[config.mk]
export PLATFORM = sky130hd
export DESIGN_NAME = detector_scan_ctrl_flat
export DESIGN_NICKNAME = d
export VERILOG_FILES = /design/src/rtl/detector_scan_ctrl_if.sv /design/src/rtl/detector_scan_ctrl.sv /design/src/flat_wrapper.sv
export SDC_FILE = /design/constraint.sdc
export NUM_CORES = 1
export LEC_CHECK = 0
export ABC_AREA = 1
export CAP_MARGIN = 10
export CORE_MARGIN = 5
export CORE_UTILIZATION = 46
export DETAILED_ROUTE_END_ITERATION = 12
export GPL_ROUTABILITY_DRIVEN = 0
export PLACE_DENSITY = 0.75
export SYNTH_ARGS = -nofsm -noshare
export SYNTH_HDL_FRONTEND = slang
export SYNTH_SLANG_ARGS = --single-unit
[constraint.sdc]
create_clock -name CLK -period 3 [get_ports CLK]
set_input_delay 0.6 -clock CLK [delete_from_list [all_inputs] [get_ports CLK]]
set_output_delay 0.6 -clock CLK [all_outputs]
set_load 0.05 [all_outputs]
[src/rtl/detector_scan_ctrl_if.sv]
// Scan controller bus: word handshake, detector link and scan results.
// The master side feeds words and hosts the sequence detector.
// The slave side is the controller.
interface detector_scan_ctrl_if #(
  parameter int WIDTH = 16
);
  localparam int CW = $clog2(WIDTH + 1);

  logic [WIDTH-1:0] word_in;
  logic             word_valid;
  logic             word_ready;
  logic             det_x;
  logic             det_z;
  logic             det_rst_n;
  logic [CW-1:0]    match_count;
  logic [WIDTH-1:0] match_pos;
  logic             busy;
  logic             done;

  modport master (
    output word_in, word_valid, det_z,
    input  word_ready, det_x, det_rst_n, match_count, match_pos, busy, done
  );

  modport slave (
    input  word_in, word_valid, det_z,
    output word_ready, det_x, det_rst_n, match_count, match_pos, busy, done
  );
endinterface

[src/rtl/detector_scan_ctrl.sv]
// Serialises a parallel word MSB-first into an external registered sequence
// detector. Each detector Z response is collected into a hit count and a
// per-bit hit bitmap.
// Optional macro DET_CLEAR_EN: inserts a one-cycle CLEAR state that holds the
// detector in reset, so every word is scanned from the detector's initial
// state. Without it the detector history carries across words.
module detector_scan_ctrl #(
  parameter int WIDTH = 16
) (
  input  logic                CLK,
  input  logic                RST,
  detector_scan_ctrl_if.slave bus
);
  localparam int CW = $clog2(WIDTH + 1);

`ifdef DET_CLEAR_EN
  typedef enum logic [2:0] {IDLE, CLEAR, SHIFT, DRAIN, DONE} state_e;
`else
  typedef enum logic [1:0] {IDLE, SHIFT, DRAIN, DONE} state_e;
`endif

  state_e           state_q, state_d;
  logic [WIDTH-1:0] shiftReg_q, shiftReg_d;
  logic [CW-1:0]    bitCnt_q, bitCnt_d;
  logic [CW-1:0]    matchCount_q, matchCount_d;
  logic [WIDTH-1:0] matchPos_q, matchPos_d;
  logic             sampleEn;

  // Next-state logic. Z lags its bit by one edge, so sampling starts in SHIFT
  // cycle 2 and ends in DRAIN. The bitmap shifts left once per sample, so the
  // first bit's response ends up in the MSB.
  always_comb begin
    state_d      = state_q;
    shiftReg_d   = shiftReg_q;
    bitCnt_d     = bitCnt_q;
    matchCount_d = matchCount_q;
    matchPos_d   = matchPos_q;
    sampleEn     = 1'b0;
    unique case (state_q)
      IDLE: begin
        if (bus.word_valid) begin
          shiftReg_d   = bus.word_in;
          bitCnt_d     = '0;
          matchCount_d = '0;
          matchPos_d   = '0;
`ifdef DET_CLEAR_EN
          state_d      = CLEAR;
`else
          state_d      = SHIFT;
`endif
        end
      end
`ifdef DET_CLEAR_EN
      CLEAR: begin
        state_d = SHIFT;
      end
`endif
      SHIFT: begin
        shiftReg_d = {shiftReg_q[WIDTH-2:0], 1'b0};
        sampleEn   = (bitCnt_q != '0);
        if (bitCnt_q == CW'(WIDTH - 1)) begin
          state_d = DRAIN;
        end else begin
          bitCnt_d = bitCnt_q + CW'(1);
        end
      end
      DRAIN: begin
        sampleEn = 1'b1;
        state_d  = DONE;
      end
      DONE: begin
        state_d = IDLE;
      end
      default: begin
        state_d = IDLE;
      end
    endcase
    if (sampleEn) begin
      matchPos_d = {matchPos_q[WIDTH-2:0], bus.det_z};
      if (bus.det_z) begin
        matchCount_d = matchCount_q + CW'(1);
      end
    end
  end

  // State and datapath registers; reset aborts any scan without a done pulse.
  always_ff @(posedge CLK or posedge RST) begin
    if (RST) begin
      state_q      <= IDLE;
      shiftReg_q   <= '0;
      bitCnt_q     <= '0;
      matchCount_q <= '0;
      matchPos_q   <= '0;
    end else begin
      state_q      <= state_d;
      shiftReg_q   <= shiftReg_d;
      bitCnt_q     <= bitCnt_d;
      matchCount_q <= matchCount_d;
      matchPos_q   <= matchPos_d;
    end
  end

  assign bus.word_ready  = (state_q == IDLE);
  assign bus.busy        = (state_q != IDLE);
  assign bus.done        = (state_q == DONE);
  assign bus.det_x       = (state_q == SHIFT) ? shiftReg_q[WIDTH-1] : 1'b0;
  assign bus.match_count = matchCount_q;
  assign bus.match_pos   = matchPos_q;
`ifdef DET_CLEAR_EN
  assign bus.det_rst_n   = ~(RST | (state_q == CLEAR));
`else
  assign bus.det_rst_n   = ~RST;
`endif
endmodule
[src/flat_wrapper.sv]
// flat-port wrapper written by rule: the top's interface ports become plain ports
module detector_scan_ctrl_flat 
#(
  parameter int WIDTH = 16
)
  (CLK, RST, bus_word_in, bus_word_valid, bus_det_z, bus_word_ready, bus_det_x, bus_det_rst_n, bus_match_count, bus_match_pos, bus_busy, bus_done);
  detector_scan_ctrl_if #(.WIDTH(WIDTH)) bus_i ();
  input  logic CLK;
  input  logic RST;
  input wire logic [$bits(bus_i.word_in)-1:0] bus_word_in;
  input wire logic [$bits(bus_i.word_valid)-1:0] bus_word_valid;
  input wire logic [$bits(bus_i.det_z)-1:0] bus_det_z;
  output wire logic [$bits(bus_i.word_ready)-1:0] bus_word_ready;
  output wire logic [$bits(bus_i.det_x)-1:0] bus_det_x;
  output wire logic [$bits(bus_i.det_rst_n)-1:0] bus_det_rst_n;
  output wire logic [$bits(bus_i.match_count)-1:0] bus_match_count;
  output wire logic [$bits(bus_i.match_pos)-1:0] bus_match_pos;
  output wire logic [$bits(bus_i.busy)-1:0] bus_busy;
  output wire logic [$bits(bus_i.done)-1:0] bus_done;
  assign bus_i.word_in = bus_word_in;
  assign bus_i.word_valid = bus_word_valid;
  assign bus_i.det_z = bus_det_z;
  assign bus_word_ready = bus_i.word_ready;
  assign bus_det_x = bus_i.det_x;
  assign bus_det_rst_n = bus_i.det_rst_n;
  assign bus_match_count = bus_i.match_count;
  assign bus_match_pos = bus_i.match_pos;
  assign bus_busy = bus_i.busy;
  assign bus_done = bus_i.done;
  detector_scan_ctrl #(.WIDTH(WIDTH)) u_core (.CLK(CLK), .RST(RST), .bus(bus_i));
endmodule
==> PnR_summary.wiki <==
{| class="wikitable"
! Metric !! Value
|-
| Worst Tran Pin Value || 0.680 ns
|-
| Critical path launch point type || flip-flop
|-
| Max incr delay on CP || 0.80 ns
|-
| Launch point of the worst reg-to-reg path || u_core.state_q[1]$_DFFE_PP0P_
|-
| Layout overhead on the synthesized area || 27.1%
|-
| Number of buffers inserted by port buffering || 45
|-
| Busiest layer in global routing || met2
|-
| Starting density of the core || 46.5%
|-
| Cell area after placement || 2660 µm²
|-
| Number of violations of the max-capacitance limit || 0
|-
| Hold Vio Cnt, Final || 0
|-
| Final design instance area without fill || 2760 µm²
|-
| YS warnings || 0
|-
| Post-detailed-route via-to-cell ratio || 5.15
|-
| Final core area utilization || 59.1%
|-
| Overall track demand over capacity in global routing || 16.5%
|-
| Fin Clk Skew || 0.00862 ns
|-
| Total number of placement rows || 25
|-
| Minimum clock period after layout || 2.53 ns
|-
| Required time of the critical path || 2.40 ns
|-
| Sequential area share after synthesis || 50.8%
|-
| Series of cell instances along the critical path || inv_1, ha_1, inv_1, clkdlybuf4s50_1
|-
| Total via count after detailed routing || 1,900
|-
| Global-route track usage on met3 || 5.62%
|-
| Number of buffers added to fix hold violations after cts || 0
|-
| Initial DRT Pass Iterations || 4
|-
| Clock latency of the later-clocked register in the worst-skew pair || 0.29 ns
|-
| Hold/Removal Path Class || reg -> reg
|-
| Worst Path Arrival || 1.93 ns
|-
| GR Layer Usage met2 || 27.1%
|-
| HPWL after DPL || 3260 µm
|-
| Final count of negative-setup-slack endpoints || 0
|-
| Worst-case vdd ir drop || 660 µV
|-
| Cell seen most often among critical-path stages || sky130_fd_sc_hd__inv_1
|-
| GRT Residual Overflow || 0
|-
| R2R Path End || u_core.bus.match_count[4]$_DFF_PP0_
|-
| #FFs+latches synth || 44
|-
| Post-synth net total || 298
|-
| Number of cells produced by synthesis || 269
|-
| End point of the worst hold path || u_core.bus.match_pos[15]$_DFFE_PP0P_
|-
| Normalized max-slew margin || 54.6%
|-
| Full die area || 6190 µm²
|-
| Initial drt markers || 150
|-
| DRC || 0
|-
| Upper clock frequency limit || 0.395 GHz
|-
| Highest-count cells in the layout ignoring fill and taps || sky130_fd_sc_hd__nand2_1, sky130_fd_sc_hd__dfrtp_1, sky130_fd_sc_hd__clkdlybuf4s50_1
|-
| Area of the mapped netlist || 2170 µm²
|-
| Met1 usage || 20.7%
|-
| Share of layout cells above drive strength 1 || 6.03%
|-
| Worst-path clk slew || 0.08 ns
|-
| Via count of the first global-routing pass || 1,801
|-
| Static leakage power || 0.00135 µW
|-
| H-Tree Level Count || 2
|-
| Antenna cells || 0
|-
| Power density over cell area || 1090 nW/µm²
|-
| Die width || 78.7 µm
|-
| TNS Setup || 0 ns
|-
| Routed Antenna Nets || 0
|-
| Global-route wire length before repair || 8200 µm
|-
| CTS sink cnt || 44
|-
| Worst setup path category || reg -> out
|-
| Number of buffers inserted to repair setup after CTS || 0
|-
| Slowest stage cell on the critical path || sky130_fd_sc_hd__clkdlybuf4s50_1
|-
| Avg Inst Size Synth || 8.06 µm²
|-
| Critical hold path startpoint || u_core.bus.match_pos[15]$_DFFE_PP0P_
|-
| Largest net degree at the start of global routing || 45
|-
| Outcome || completed
|-
| Core area || 4660 µm²
|-
| Number of nets in the layout || 343
|-
| Detailed-route wire length per cell || 13.0 µm
|-
| Clock Tree Root || sky130_fd_sc_hd__clkbuf_8
|-
| Fillcell total || 432
|-
| Hold Path Cell Cnt || 2
|-
| Number of different library cells in the post-synthesis netlist || 22
|-
| Kind of capture point of the worst setup path || output pin
|-
| Die Height || 78.7 µm
|-
| Worst reg-to-reg setup slack || 0.98 ns
|-
| Most common cell after layout, fill and taps aside || sky130_fd_sc_hd__nand2_1
|-
| R2r worst-path depth || 6
|-
| Unrepaired setup endpoints after global routing || no
|-
| CTS max path bufs || 2
|-
| CTS tree || done
|-
| Period utilisation layout || 84.4%
|-
| CTS buffer count || 5
|-
| DRT Wirelength || 4810 µm
|-
| Max-slew violation count || 0
|-
| Critical path fanouts, max || 5
|-
| Number of top-level pins || 46
|-
| Post-cts repair resize count || 0
|-
| Number of antenna violations at the first check in global routing || 0
|}
==> through the flow <==
step	cells	power [µW]	setup WS [ns]	hold slack [ns]
after floorplan	269	2210	0.604	0.475
after global placement	361	2620	0.831	0.488
after CTS	369	3040	0.461	0.511
after global routing	369	3250	0.360	0.541
after detailed placement	361	2650	0.795	0.489
final	369	3010	0.468	0.505
==> worst max path at each step <==
stage                                             start            end  slack, ns  cells after the start
after floorplan                                     RST  bus_det_rst_n       0.60                      1
after global placement    u_core.state_q[0]$_DFFE_PP0P_       bus_busy       0.83                      4
after detailed placement  u_core.state_q[1]$_DFFE_PP0P_       bus_busy       0.79                      4
after CTS                 u_core.state_q[1]$_DFFE_PP0P_       bus_busy       0.46                      4
after global routing      u_core.state_q[0]$_DFFE_PP0P_       bus_busy       0.36                      4
final                     u_core.state_q[1]$_DFFE_PP0P_       bus_busy       0.47                      4
==> state kept, by name, summed over array words and instances (netlist names) <==
register,cells
u_core.shiftReg_q,16
u_core.state_q,2
u_core.bus.match_count,5
u_core.bus.match_pos,16
u_core.bitCnt_q,5
==> critical path: cells and delay by family (launching register included) <==
kind	cells	cell delay (ns)
buf+inv	3	1.00
flops	1	0.40
fa+ha+maj	1	0.24
==> Yosys cell counts <==
cell type / number / area [µm²]
sky130_fd_sc_hd__nor2_1: 20 / 75.1
sky130_fd_sc_hd__o21ai_0: 10 / 50.1
sky130_fd_sc_hd__buf_6: 1 / 11.3
sky130_fd_sc_hd__nand2_2: 1 / 6.26
sky130_fd_sc_hd__or2_2: 1 / 6.26
sky130_fd_sc_hd__nand3_1: 27 / 135
sky130_fd_sc_hd__a21oi_1: 4 / 20.0
sky130_fd_sc_hd__buf_2: 7 / 35.0
sky130_fd_sc_hd__a21boi_0: 1 / 7.51
sky130_fd_sc_hd__nand4_1: 3 / 18.8
sky130_fd_sc_hd__clkbuf_1: 1 / 3.75
sky130_fd_sc_hd__a31oi_1: 15 / 93.8
sky130_fd_sc_hd__a21oi_4: 1 / 16.3
sky130_fd_sc_hd__inv_2: 1 / 3.75
sky130_fd_sc_hd__nand2_1: 100 / 375
sky130_fd_sc_hd__o21ai_2: 1 / 8.76
sky130_fd_sc_hd__buf_4: 1 / 7.51
sky130_fd_sc_hd__nor3_1: 1 / 5.00
sky130_fd_sc_hd__dfrtp_1: 44 / 1100
sky130_fd_sc_hd__ha_1: 9 / 113
sky130_fd_sc_hd__inv_1: 19 / 71.3
sky130_fd_sc_hd__buf_1: 1 / 3.75
==> power by group <==
part / total [µW] / internal, µW / switching, µW
sequential: 982 / 821 / 161
combinational: 1640 / 519 / 1120
clock: 385 / 187 / 198
==> kinds of logic (layout without fill, tap and decap cells) <==
group | count (synthesis) | in the layout | share of synthesized area [%]
compound gates | 32 | 32 | 9.06
simple gates | 153 | 153 | 28.7
buf+inv | 31 | 77 | 6.29
fa+ha+maj | 9 | 9 | 5.19
flops | 44 | 44 | 50.8
==> metal layers <==
layer  wire [µm]  vias to the layer above
met3         272                        2
met2        2300                       37
met5           0                        -
met1        2220                      905
met4          21                        0
li1            -                      956
==> cell type report <==
class | instances | area, µm² | area share (%)
Clock buffer | 7 | 86.3 | 3.13
Clock inverter | 1 | 7.51 | 0.272
Multi-Input combinational cell | 194 | 931 | 33.8
Sequential cell | 44 | 1100 | 39.9
Timing Repair Buffer | 49 | 488 | 17.7
Tap cell | 54 | 67.6 | 2.45
Inverter | 20 | 75.1 | 2.72
Power figures use the tool's default switching activity.
